===== config.mk =====
export PLATFORM = sky130hd
export DESIGN_NAME = time_announce_ctrl_flat
export DESIGN_NICKNAME = d
export VERILOG_FILES = /design/src/rtl/time_announce_ctrl_if.sv /design/src/rtl/time_announce_ctrl.sv /design/src/flat_wrapper.sv
export SDC_FILE = /design/constraint.sdc
export NUM_CORES = 1
export LEC_CHECK = 0
export CORE_ASPECT_RATIO = 2
export CORE_MARGIN = 1.5
export CORE_UTILIZATION = 40
export CTS_CLUSTER_SIZE = 8
export DETAILED_ROUTE_END_ITERATION = 8
export SYNTH_ARGS = -nofsm -noshare
export SYNTH_HDL_FRONTEND = slang
export SYNTH_SLANG_ARGS = --single-unit

===== constraint.sdc =====
create_clock -name clk -period 3.2 [get_ports clk]
set_input_delay 0.8 -clock clk [delete_from_list [all_inputs] [get_ports clk]]
set_output_delay 0.8 -clock clk [all_outputs]
set_load 0.01 [all_outputs]

===== src/rtl/time_announce_ctrl_if.sv =====
// Signal bundle between the time-announce sequencer and its surroundings
// (GPS parser, digit converter, voice player, user key).
interface time_announce_ctrl_if;
   localparam int unsigned TIME_W = 18;
   localparam int unsigned DIG_W  = 4;

   logic              gps_valid;
   logic [TIME_W-1:0] gps_time;
   logic              key_req;
   logic              conv_done;
   logic [DIG_W-1:0]  shi_1;
   logic [DIG_W-1:0]  shi_2;
   logic [DIG_W-1:0]  fen_1;
   logic [DIG_W-1:0]  fen_2;
   logic              play_busy;
   logic [TIME_W-1:0] conv_time;
   logic              conv_start;
   logic [DIG_W-1:0]  play_code;
   logic              play_req;
   logic              busy;
   logic              err;

   // Sequencer side
   modport master (
      input  gps_valid, gps_time, key_req, conv_done,
      input  shi_1, shi_2, fen_1, fen_2, play_busy,
      output conv_time, conv_start, play_code, play_req, busy, err
   );

   // Environment side (parser, converter, player, key)
   modport slave (
      output gps_valid, gps_time, key_req, conv_done,
      output shi_1, shi_2, fen_1, fen_2, play_busy,
      input  conv_time, conv_start, play_code, play_req, busy, err
   );
endinterface


===== src/rtl/time_announce_ctrl.sv =====
// Time-announce sequencer: snapshots the latest GPS time, runs one conversion and
// plays "hh dian mm fen". Optional macro TIME_CONV_CHECK_EN also waits for conv_done.
module time_announce_ctrl #(
   parameter int unsigned CONV_WAIT  = 32,
   parameter int unsigned START_HOLD = 2,
   parameter int unsigned TIMEOUT    = 1024
) (
   input logic                  clk,
   input logic                  rst_n,
   time_announce_ctrl_if.master bus
);
   localparam int unsigned TIME_W   = 18;
   localparam int unsigned DIG_W    = 4;
   localparam int unsigned NTOK     = 6;
   localparam int unsigned IDX_W    = 3;
   localparam int unsigned TIME_MAX = 235959;
   localparam int unsigned CAP_AT   = CONV_WAIT - START_HOLD;
   localparam int unsigned CNT_MAX  = CONV_WAIT + TIMEOUT;
   localparam int unsigned CNT_W    = $clog2(CNT_MAX + 1);

   localparam logic [DIG_W-1:0] TOK_DIAN  = DIG_W'(10);
   localparam logic [DIG_W-1:0] TOK_FEN   = DIG_W'(11);
   localparam logic [DIG_W-1:0] TOK_NOSIG = DIG_W'(12);

   typedef enum logic [2:0] {
      S_IDLE,
      S_LOAD,
      S_START,
      S_WAIT_CONV,
      S_ISSUE,
      S_WAIT_ACK,
      S_WAIT_FIN
   } state_t;

   state_t             state_q, state_d;
   logic [CNT_W-1:0]   cnt_q, cnt_d;
   logic [1:0]         key_hist_q, key_hist_d;
   logic [TIME_W-1:0]  time_q, time_d;
   logic               has_fix_q, has_fix_d;
   logic [DIG_W-1:0]   tok_q [NTOK];
   logic [DIG_W-1:0]   tok_d [NTOK];
   logic [IDX_W-1:0]   tok_idx_q, tok_idx_d;
   logic [TIME_W-1:0]  conv_time_q, conv_time_d;
   logic               conv_start_q, conv_start_d;
   logic [DIG_W-1:0]   play_code_q, play_code_d;
   logic               play_req_q, play_req_d;
   logic               busy_q, busy_d;
   logic               err_q, err_d;

   logic               key_edge_c;
   logic               gps_ok_c;
   logic               digits_ok_c;
   logic               cap_now_c;
   logic               cap_tmo_c;

   assign key_edge_c  = key_hist_q[0] & ~key_hist_q[1];
   assign gps_ok_c    = bus.gps_valid && (bus.gps_time <= TIME_W'(TIME_MAX));
   assign digits_ok_c = (bus.shi_1 <= DIG_W'(2)) && (bus.shi_2 <= DIG_W'(9)) &&
                        (bus.fen_1 <= DIG_W'(9)) && (bus.fen_2 <= DIG_W'(9));

   // Capture decision: strictly at CONV_WAIT, or gated on the converter's done flag
`ifdef TIME_CONV_CHECK_EN
   assign cap_now_c = (cnt_q >= CNT_W'(CAP_AT)) && bus.conv_done;
   assign cap_tmo_c = (cnt_q >= CNT_W'(CAP_AT + TIMEOUT)) && !bus.conv_done;
`else
   logic unused_conv_done;
   assign unused_conv_done = bus.conv_done;
   assign cap_now_c = (cnt_q >= CNT_W'(CAP_AT));
   assign cap_tmo_c = 1'b0;
`endif

   // Next-state, datapath and registered-output computation
   always_comb begin
      state_d      = state_q;
      key_hist_d   = {key_hist_q[0], bus.key_req};
      time_d       = time_q;
      has_fix_d    = has_fix_q;
      tok_d        = tok_q;
      tok_idx_d    = tok_idx_q;
      conv_time_d  = conv_time_q;
      conv_start_d = 1'b0;
      play_code_d  = play_code_q;
      play_req_d   = 1'b0;
      err_d        = err_q;

      if (gps_ok_c) begin
         time_d    = bus.gps_time;
         has_fix_d = 1'b1;
      end

      unique case (state_q)
         S_IDLE: begin
            if (key_edge_c) begin
               err_d = 1'b0;
               // has_fix_d so a fix arriving with the key edge is honoured
               if (has_fix_d) begin
                  state_d = S_LOAD;
               end else begin
                  tok_idx_d        = IDX_W'(NTOK - 1);
                  tok_d[NTOK - 1]  = TOK_NOSIG;
                  state_d          = S_ISSUE;
               end
            end
         end
         S_LOAD: begin
            conv_time_d  = time_q;
            conv_start_d = 1'b1;
            state_d      = S_START;
         end
         S_START: begin
            if (cnt_q >= CNT_W'(START_HOLD - 1)) begin
               state_d = S_WAIT_CONV;
            end else begin
               conv_start_d = 1'b1;
            end
         end
         S_WAIT_CONV: begin
            if (cap_now_c) begin
               if (!digits_ok_c) begin
                  err_d   = 1'b1;
                  state_d = S_IDLE;
               end else begin
                  tok_d[0]  = bus.shi_1;
                  tok_d[1]  = bus.shi_2;
                  tok_d[2]  = TOK_DIAN;
                  tok_d[3]  = bus.fen_1;
                  tok_d[4]  = bus.fen_2;
                  tok_d[5]  = TOK_FEN;
                  tok_idx_d = '0;
                  state_d   = S_ISSUE;
               end
            end else if (cap_tmo_c) begin
               err_d   = 1'b1;
               state_d = S_IDLE;
            end
         end
         S_ISSUE: begin
            if (!bus.play_busy) begin
               play_code_d = tok_q[tok_idx_q];
               play_req_d  = 1'b1;
               state_d     = S_WAIT_ACK;
            end
         end
         S_WAIT_ACK: begin
            if (bus.play_busy) begin
               state_d = S_WAIT_FIN;
            end else if (cnt_q >= CNT_W'(TIMEOUT)) begin
               err_d   = 1'b1;
               state_d = S_IDLE;
            end
         end
         S_WAIT_FIN: begin
            if (!bus.play_busy) begin
               if (tok_idx_q == IDX_W'(NTOK - 1)) begin
                  state_d = S_IDLE;
               end else begin
                  tok_idx_d = tok_idx_q + 1'b1;
                  state_d   = S_ISSUE;
               end
            end else if (cnt_q >= CNT_W'(TIMEOUT)) begin
               err_d   = 1'b1;
               state_d = S_IDLE;
            end
         end
         default: state_d = S_IDLE;
      endcase

      // Shared wait counter: restarts on every state change, saturates
      if (state_d != state_q) begin
         cnt_d = '0;
      end else if (cnt_q == CNT_W'(CNT_MAX)) begin
         cnt_d = cnt_q;
      end else begin
         cnt_d = cnt_q + 1'b1;
      end

      busy_d = (state_d != S_IDLE);
   end

   always_ff @(posedge clk or negedge rst_n) begin
      if (!rst_n) begin
         state_q      <= S_IDLE;
         cnt_q        <= '0;
         key_hist_q   <= '0;
         time_q       <= '0;
         has_fix_q    <= 1'b0;
         for (int unsigned i = 0; i < NTOK; i++) tok_q[i] <= '0;
         tok_idx_q    <= '0;
         conv_time_q  <= '0;
         conv_start_q <= 1'b0;
         play_code_q  <= '0;
         play_req_q   <= 1'b0;
         busy_q       <= 1'b0;
         err_q        <= 1'b0;
      end else begin
         state_q      <= state_d;
         cnt_q        <= cnt_d;
         key_hist_q   <= key_hist_d;
         time_q       <= time_d;
         has_fix_q    <= has_fix_d;
         tok_q        <= tok_d;
         tok_idx_q    <= tok_idx_d;
         conv_time_q  <= conv_time_d;
         conv_start_q <= conv_start_d;
         play_code_q  <= play_code_d;
         play_req_q   <= play_req_d;
         busy_q       <= busy_d;
         err_q        <= err_d;
      end
   end

   assign bus.conv_time  = conv_time_q;
   assign bus.conv_start = conv_start_q;
   assign bus.play_code  = play_code_q;
   assign bus.play_req   = play_req_q;
   assign bus.busy       = busy_q;
   assign bus.err        = err_q;

endmodule


===== src/flat_wrapper.sv =====
// flat-port wrapper written by rule: the top's interface ports become plain ports
module time_announce_ctrl_flat 
#(
   parameter int unsigned CONV_WAIT  = 32,
   parameter int unsigned START_HOLD = 2,
   parameter int unsigned TIMEOUT    = 1024
)
  (clk, rst_n, bus_gps_valid, bus_gps_time, bus_key_req, bus_conv_done, bus_shi_1, bus_shi_2, bus_fen_1, bus_fen_2, bus_play_busy, bus_conv_time, bus_conv_start, bus_play_code, bus_play_req, bus_busy, bus_err);
  time_announce_ctrl_if bus_i ();
  input logic clk;
  input logic rst_n;
  input wire logic [$bits(bus_i.gps_valid)-1:0] bus_gps_valid;
  input wire logic [$bits(bus_i.gps_time)-1:0] bus_gps_time;
  input wire logic [$bits(bus_i.key_req)-1:0] bus_key_req;
  input wire logic [$bits(bus_i.conv_done)-1:0] bus_conv_done;
  input wire logic [$bits(bus_i.shi_1)-1:0] bus_shi_1;
  input wire logic [$bits(bus_i.shi_2)-1:0] bus_shi_2;
  input wire logic [$bits(bus_i.fen_1)-1:0] bus_fen_1;
  input wire logic [$bits(bus_i.fen_2)-1:0] bus_fen_2;
  input wire logic [$bits(bus_i.play_busy)-1:0] bus_play_busy;
  output wire logic [$bits(bus_i.conv_time)-1:0] bus_conv_time;
  output wire logic [$bits(bus_i.conv_start)-1:0] bus_conv_start;
  output wire logic [$bits(bus_i.play_code)-1:0] bus_play_code;
  output wire logic [$bits(bus_i.play_req)-1:0] bus_play_req;
  output wire logic [$bits(bus_i.busy)-1:0] bus_busy;
  output wire logic [$bits(bus_i.err)-1:0] bus_err;
  assign bus_i.gps_valid = bus_gps_valid;
  assign bus_i.gps_time = bus_gps_time;
  assign bus_i.key_req = bus_key_req;
  assign bus_i.conv_done = bus_conv_done;
  assign bus_i.shi_1 = bus_shi_1;
  assign bus_i.shi_2 = bus_shi_2;
  assign bus_i.fen_1 = bus_fen_1;
  assign bus_i.fen_2 = bus_fen_2;
  assign bus_i.play_busy = bus_play_busy;
  assign bus_conv_time = bus_i.conv_time;
  assign bus_conv_start = bus_i.conv_start;
  assign bus_play_code = bus_i.play_code;
  assign bus_play_req = bus_i.play_req;
  assign bus_busy = bus_i.busy;
  assign bus_err = bus_i.err;
  time_announce_ctrl #(.CONV_WAIT(CONV_WAIT), .START_HOLD(START_HOLD), .TIMEOUT(TIMEOUT)) u_core (.clk(clk), .rst_n(rst_n), .bus(bus_i));
endmodule

# Word level (Yosys, flattened, before mapping)
# Cells that the tools add are included.
# op_classes
n_addsub	2
order_cmp	9
n_eq_ne	19
mux	40
bitwise	4
reduce_logical	14
# ops
operator	n
2-to-1 mux 3 bit	16
2-to-1 mux 4 bit	6
2-to-1 mux 11 bit	2
one-hot mux 3 bit (7 select lines)	1
less-or-equal comparator 18 bit (second input constant)	1
binary-select mux 4 bit (select 3 bit)	1
equality test 3 bit (second input constant)	4
less-or-equal comparator 4 bit (second input constant)	3
!= test 2 bit (second input constant)	6
adder 11 x 1 -> 11 bit (second input constant)	1
equality test 11 bit (second input constant)	1
>= comparator 11 x 1 -> 1 bit (second input constant)	1
>= comparator 11 bit (second input constant)	1
>= comparator 11 x 5 -> 1 bit (second input constant)	1
2-to-1 mux 1 bit	10
one-hot mux 3 bit (3 select lines)	1
!= test 2 x 1 -> 1 bit (second input constant)	4
one-hot mux 4 bit (2 select lines)	1
AND reduction 7 bit	1
equality test 3 x 2 -> 1 bit (second input constant)	2
AND reduction 6 bit	1
nonzero test 3 bit	2
AND reduction 5 bit	1
>= comparator 4 bit (second input constant)	1
15 further kinds	19
# word_totals
ff_bits	85
input_bits	40

# Longest topological paths before layout
# depth
word_depth	9
ltp_mapped	9

# Worst setup path before layout
# No wires, ideal clock.
# synth_path
kind	input to register
start	input port bus_gps_time[5]
end	register u_core.time_q[7]
setup_time_ns	0.125
arrival_ns	2.288
required_ns	3.075
path_slack_ns	0.787
path_stages	6
path_cell_list	nand3_1 > a211oi_1 > nor3_1 > o21ai_1 > buf_2 > mux2_2
# synth_via
elab_chain_cells	2
# synth_lines
element	line_no	rtl
from (decl)	flat_wrapper.sv:13	input wire logic [$bits(bus_i.gps_time)-1:0] bus_gps_time;
less-or-equal comparator 18 bit	time_announce_ctrl.sv:57	assign gps_ok_c = bus.gps_valid && (bus.gps_time <= TIME_W'(TIME_MAX));
logical AND 1 bit	time_announce_ctrl.sv:57	
to (signal assigned)	time_announce_ctrl.sv:199	time_q <= time_d;
to (decl)	time_announce_ctrl.sv:38	logic [TIME_W-1:0] time_q, time_d;
# Every way passes these cells.
# A chain may end at the register's enable or synchronous reset.

# Worst setup path in the final report
# layout_path
start	input port bus_fen_2[1]
end	register u_core.cnt_q[4]
# layout_via
elab_chain_cells	7
# layout_lines
element	line_no	rtl
from (decl)	flat_wrapper.sv:19	input wire logic [$bits(bus_i.fen_2)-1:0] bus_fen_2;
less-or-equal comparator 4 bit *	time_announce_ctrl.sv:59	(bus.fen_1 <= DIG_W'(9)) && (bus.fen_2 <= DIG_W'(9));
logical AND 1 bit *	time_announce_ctrl.sv:59	
2-to-1 mux 3 bit *	time_announce_ctrl.sv:119	if (!digits_ok_c) begin
2-to-1 mux 3 bit *	time_announce_ctrl.sv:118	if (cap_now_c) begin
one-hot mux 3 bit (7 select lines) *	time_announce_ctrl.sv:91	unique case (state_q)
!= test 3 bit *	time_announce_ctrl.sv:169	if (state_d != state_q) begin
!= test 2 x 1 -> 1 bit (no line) or 2-to-1 mux 11 bit (tied branches)	-	
to (signal assigned)	time_announce_ctrl.sv:197	cnt_q <= cnt_d;
to (decl)	time_announce_ctrl.sv:36	logic [CNT_W-1:0] cnt_q, cnt_d;
# Mark *: on every way between the ends. The rest lies on a longest branch, timed or not.

==> reports/qor.txt <==
status = finished, final reports clean
FMAX = 407.1 MHz
count of maximum capacitance violations = 0
EDFF count, synth = 0
maximum vdd drop = 465.1 uV
final hold violations = 0
worst-path maximum fanout = 11
Period Utilization, post-route = 0.7677
post-synthesis mux area share = 0.1824
CTS Hold Buffers Added = 0
most frequent standard cell in the layout excluding fill and tap cells = dfrtp_1
Synth Area in Simple Gates = 0.1331
ratio of cells with drive above 1 in the final layout = 0.1930
register bit total from synthesis = 84
Routed met2 length = 5.030 mm
synthesized area per cell = 12.18 um^2
clock buffer depth = 2
number of nets in the synthesized netlist = 371
power density over the cells = 746.3 nW/um^2
Total GRT Usage = 0.1846
highest cell delay on the worst timing path = 0.41 ns
Critical Path RT = 3.42 ns
class of the tightest hold or removal check = reg2reg
main combinational cell family by area after synthesis = multiplexers
post-synthesis instance area = 3958 um^2
highest-count cells in the layout ignoring fill and taps = 84 x dfrtp_1, 63 x clkdlybuf4s50_1, 39 x mux2_2
leakage power figure = 0.002148 uW
synthesized-area fraction occupied by ao, oa, aoi and oai cells = 0.08979
First DRT Iteration DRCs = 128
dominant delay contributor by cell family on the critical path = buffers and inverters
horizontal extent of the die = 73.34 um
routed wirelength normalized by instance count = 16.69 um
first element of the critical path = bus_fen_2[1]
grt ovf = 0
number of top-level pins = 66
total wire length after detailed routing = 8.862 mm
highest routing layer actually used = met4
highest-delay cell along the critical path = clkdlybuf4s50_1
total half-perimeter wirelength after legalization and detailed placement = 6.688 mm
Via density = 5.266
initial antenna violation count = 0
number of global-route vias before repair = 2937
worst-margin pin slew = 0.6789 ns
number of instances in the synthesized netlist = 325
flip-flop and latch area = 2102 um^2
minimum period implied by the final worst setup slack = 2.457 ns
setup repair after global routing missed its margin = false
total die area = 10540 um^2
category of the worst setup path launch point = input pin
count of buffering cells on the critical path with inverters included = 2
element type at the critical path end = flip-flop
Max Clock Skew = 0.005101 ns
worst path arrival time = 2.67 ns
CTS tree = built
commonest register cell after synthesis = dfrtp_1
clock network latency to the later pin of the worst-skew pair = 0.34 ns
Final setup viols = 0
standard-cell row count = 51
Worst Setup Path Type = in2reg
clock sink count = 84
drt first pass iters = 4
DRC violations left = 0
fin nets = 441
Finished Layout Cells = 531
area grow syn2layout = 29.09%
share of the synthesized netlist area taken by xor and xnor gates = 0.01992
I/O Buffers = 64
post-placement cell area = 4777 um^2
crit path cell chain = clkdlybuf4s50_1 > o21ai_0 > nand4_1 > or2_1 > a21boi_1 > buf_4 > nor4_2
Fill cells = 905
remaining antenna violation count after routing = 0
maximum number of pins on one net before global-route repair = 47
gpl congestion = 0.8626
wire length on met1 = 3.111 mm
clock transition time at the flip-flop clock pins of the worst setup and hold paths = 0.06 ns
height of the die = 143.7 um
Synth Area in Adders = 0.01897
H-tree levels = 3
count of cell types in the netlist = 51
fraction of synthesis flops using an asynchronous set or reset pin = 1.000
number of instances resized during post-cts repair = 0
design area = 5109 um^2
ant diodes = 0
Sum Neg Setup Slack = 0 ns
worst slew margin relative to its limit = 0.5474
Detail Route met3 WL = 288 um
setup fix buffers added after clock tree synthesis = 0
RR Startpoint = u_core.cnt_q[0]
sequential-to-total area share from yosys stat = 0.5311
start point of the worst min-delay path = u_core.key_hist_q[0]
global-route wire length before repair = 14.38 mm
routed vias = 2796
area of the multi-input gates = 1758 um^2
core area = 9699 um^2
starting utilization of the core area = 0.4080
Synthesis Warnings = 0
total instance count after detailed placement = 516
Slew Viols, Final = 0
number of buffers created by CTS = 9
cell at the root of the clock tree = clkbuf_16
post-route core utilization = 0.5267
## worst paths after layout
kind / endpoint / slack, ns / cells past startpoint
hold reg to reg: u_core.key_hist_q[1] / 0.41 / 0
hold / removal: u_core.key_hist_q[1] / 0.41 / 0
setup reg to reg: u_core.cnt_q[2] / 0.81 / 8
setup / recovery: u_core.cnt_q[4] / 0.74 / 7
min in group asynchronous: u_core.bus.conv_time[2] / 0.43 / 1
max in group asynchronous: u_core.state_q[1] / 2.14 / 2
## sequential cells by signal, summed over array words and instances (netlist names)
signal,flops
u_core.tok_q,20
u_core.bus.conv_time,18
u_core.time_q,18
u_core.cnt_q,11
u_core.bus.play_code,4
u_core.state_q,3
u_core.tok_idx_q,3
u_core.key_hist_q,2
u_core.bus.busy,1
u_core.bus.conv_start,1
u_core.bus.err,1
u_core.bus.play_req,1
u_core.has_fix_q,1
## synthesized netlist by cell type, types with 3 or more instances
library cell  count  share of area
a21oi_1          11          0.014
nand3_1          10          0.013
a211oi_1          3         0.0057
inv_1             9         0.0085
nand2_1          19          0.018
nor3_1            6         0.0076
nand2b_1          3         0.0047
o21ai_0          13          0.016
ha_1              6          0.019
xnor2_1           4         0.0089
mux2_1           14          0.040
or3_1             3         0.0047
nor2_1           16          0.015
clkbuf_1          9         0.0085
nor2b_1           4         0.0063
nand4_1           5         0.0079
xor2_1            5          0.011
and2_1            4         0.0063
buf_2             3         0.0038
mux2_2           39           0.11
dfrtp_1          84           0.53
mux2i_1           8          0.020
o21bai_1          3         0.0057
a21boi_0          3         0.0057
nor4_2           10          0.032
## metrics by stage
step	hold slack [ns]	total power (uW)	worst slack (ns)
final	0.4073	3813	0.7433
after global routing	0.4120	4016	0.5647
after CTS	0.4049	3865	0.6868
after detailed placement	0.3907	2693	0.3518
after global placement	0.3795	2662	0.3687
after floorplan	0.3677	2140	0.7871
## routing by layer
layer / vias to the layer above / global-route usage
met4: 0 / 0.1179
met3: 24 / 0.03086
met1: 1385 / 0.1803
li1: 1323 / -
met5: - / 0
met2: 64 / 0.3435
## final cells by class
cell class	count	area share
clock buffer	11	0.04555
tap	132	0.03233
sequential	84	0.4115
multi-input combinational	218	0.3441
inverter	9	0.006613
clock inverter	4	0.01935
timing repair buffer	73	0.1406
## kinds of logic after synthesis
family | after synthesis
buffers and inverters | 23
AOI/OAI and AO/OA | 51
xor gates and xnor gates | 9
and+or+nand+nor | 89
adders and majority gates | 6
DFF | 84
muxes | 63
## power by group
part           total [uW]  switching [uW]  internal [uW]
sequential           1450             183           1270
combinational        1200             547            654
clock                1160             399            760
total                3810            1130           2680
(Power assumes the default switching activity.)
==> RTL change (config.mk and constraints unchanged) <==
`CONV_WAIT` is set to 32 in 2 places; all go to 64.
--- a/src/rtl/time_announce_ctrl.sv
+++ b/src/rtl/time_announce_ctrl.sv
@@ -1,7 +1,7 @@
 // Time-announce sequencer: snapshots the latest GPS time, runs one conversion and
 // plays "hh dian mm fen". Optional macro TIME_CONV_CHECK_EN also waits for conv_done.
 module time_announce_ctrl #(
-   parameter int unsigned CONV_WAIT  = 32,
+   parameter int unsigned CONV_WAIT  = 64,
    parameter int unsigned START_HOLD = 2,
    parameter int unsigned TIMEOUT    = 1024
 ) (
--- a/src/flat_wrapper.sv
+++ b/src/flat_wrapper.sv
@@ -1,7 +1,7 @@
 // flat-port wrapper written by rule: the top's interface ports become plain ports
 module time_announce_ctrl_flat 
 #(
-   parameter int unsigned CONV_WAIT  = 32,
+   parameter int unsigned CONV_WAIT  = 64,
    parameter int unsigned START_HOLD = 2,
    parameter int unsigned TIMEOUT    = 1024
 )
Formal check against the unedited RTL: no difference found for any inputs over 10 cycles, from zero or initial values and one cycle with rst_n low; that may be too few to reach the edited logic, so the function may still have changed.
==> RTL change against the original RTL <==
Worst setup slack worse by 0.18 ns; total power grew 4.2%; wire length fell by 5.5%; first-iteration DRC count decreased by 32%; final area increased by 0.86%; non-clock buffer count grew 1; hold slack got worse by 0.038 ns; count of clock-buffer cells in the layout is the same; sequential cell count stayed put; cell count fell by 0.75%; area after synthesis is 1.4% higher; sequential power is essentially flat; register-to-register slack improved by 0.18 ns; die area up 1.4%; largest power group unchanged.
==> RTL change: results <==
set metrics [dict create \
    ys_seq_area_share_pct 52.4 \
    slowest_delay_ns 0.56 \
    avgViaCountPerCell 5.02 \
    leakage_nw 2.22 \
    nNetsFinal 436 \
    place_ws_ns 0.140 \
    wl_met3_um 262 \
    synthAdderAreaFrac_pct 1.87 \
    grt_pass1_wl_mm 13.5 \
    gp_congestion 0.863 \
    fillCellCount 858 \
    track_usage_pct 17.0 \
    yosys.area_share.xor_xnor_pct 2.18 \
    first_pass_iters 4 \
    drt-met1-wl_mm 3.22 \
    reg2reg_depth 9 \
    synth_common_cells "dfrtp_1, mux2_2, nand2_1" \
    dp_hpwl_mm 6.26 \
    wl_per_cell_um 15.9 \
    synth_cell_type_count 55 \
    slowest_stage "a2111o_2" \
    fin_skew_ns 0.00518 \
    drtIter0Drc 87 \
    cp_data_arrival_time_ns 2.86 \
    synth_nets 365 \
    finalCritPeriodShare_pct 82.4 \
    synthTopCellsByArea "dfrtp_1, mux2_2, mux2_4" \
    cts-htree-levels 3 \
    wl_met2_mm 4.73 \
    worst_slew_pin_slew_ns 0.872 \
    numCtsBuffers 9 \
    p_sw_mw 1.22 \
    drive_gt1_share_pct 23.8 \
    synth_compound_area_share_pct 8.42 \
    antenna_cells 0 \
    critical-path-top-delay-family "compound AO/OA/AOI/OAI gates" \
    status "completed" \
]
[RTL change: power by group through the flow]
stage          Sequential, mW  Clock (mW)  Combinational [mW]
6_report                 1.45        1.10                1.42
5_1_grt                  1.48        1.18                1.55
4_1_cts                  1.46        1.14                1.45
3_5_place_dp             1.48           0                1.45
3_3_place_gp             1.47           0                1.43
2_1_floorplan            1.50           0               0.811
[RTL change: cell type report]
class	count	area [um2]	share of cell area, %
sequential	84	2100	40.8
clock inverter	5	86.3	1.68
multi-input combinational	215	1790	34.8
inverter	6	22.5	0.437
tap	132	165	3.21
timing repair buffer	74	751	14.6
clock buffer	11	233	4.52
[RTL change: metrics by stage]
step	cells	utilization, %	hold slack, ns	instance area [um2]	power (mW)
2_1_floorplan	319	-	0.347	4010	2.31
3_3_place_gp	511	49.5	0.359	4830	2.90
3_5_place_dp	511	49.5	0.359	4830	2.92
4_1_cts	527	52.8	0.373	5150	4.05
5_1_grt	527	52.8	0.385	5150	4.21
6_report	527	52.8	0.369	5150	3.97
[RTL change: final timing paths]
kind,start,endpoint,slack (ns)
worst max register to register,u_core.tok_idx_q[1],u_core.cnt_q[10],0.99
min in group asynchronous,rst_n,u_core.time_q[3],0.51
worst min register to register,u_core.key_hist_q[0],u_core.key_hist_q[1],0.37
max in group asynchronous,rst_n,u_core.cnt_q[5],2.07
worst max-delay path,bus_shi_1[1],u_core.cnt_q[10],0.56
worst min-delay path,u_core.key_hist_q[0],u_core.key_hist_q[1],0.37
[RTL change: routing by layer]
layer  vias up  track usage (%)
li1       1284                -
met1      1298             18.1
met2        54             31.7
met3        10             3.46
met4         0             6.82
met5         -                0
[RTL change: cell families after synthesis]
family / after synthesis
mux: 62
xor+xnor: 10
simple gates: 91
compound gates: 46
fa+ha+maj: 6
buf+inv: 20
flops: 84
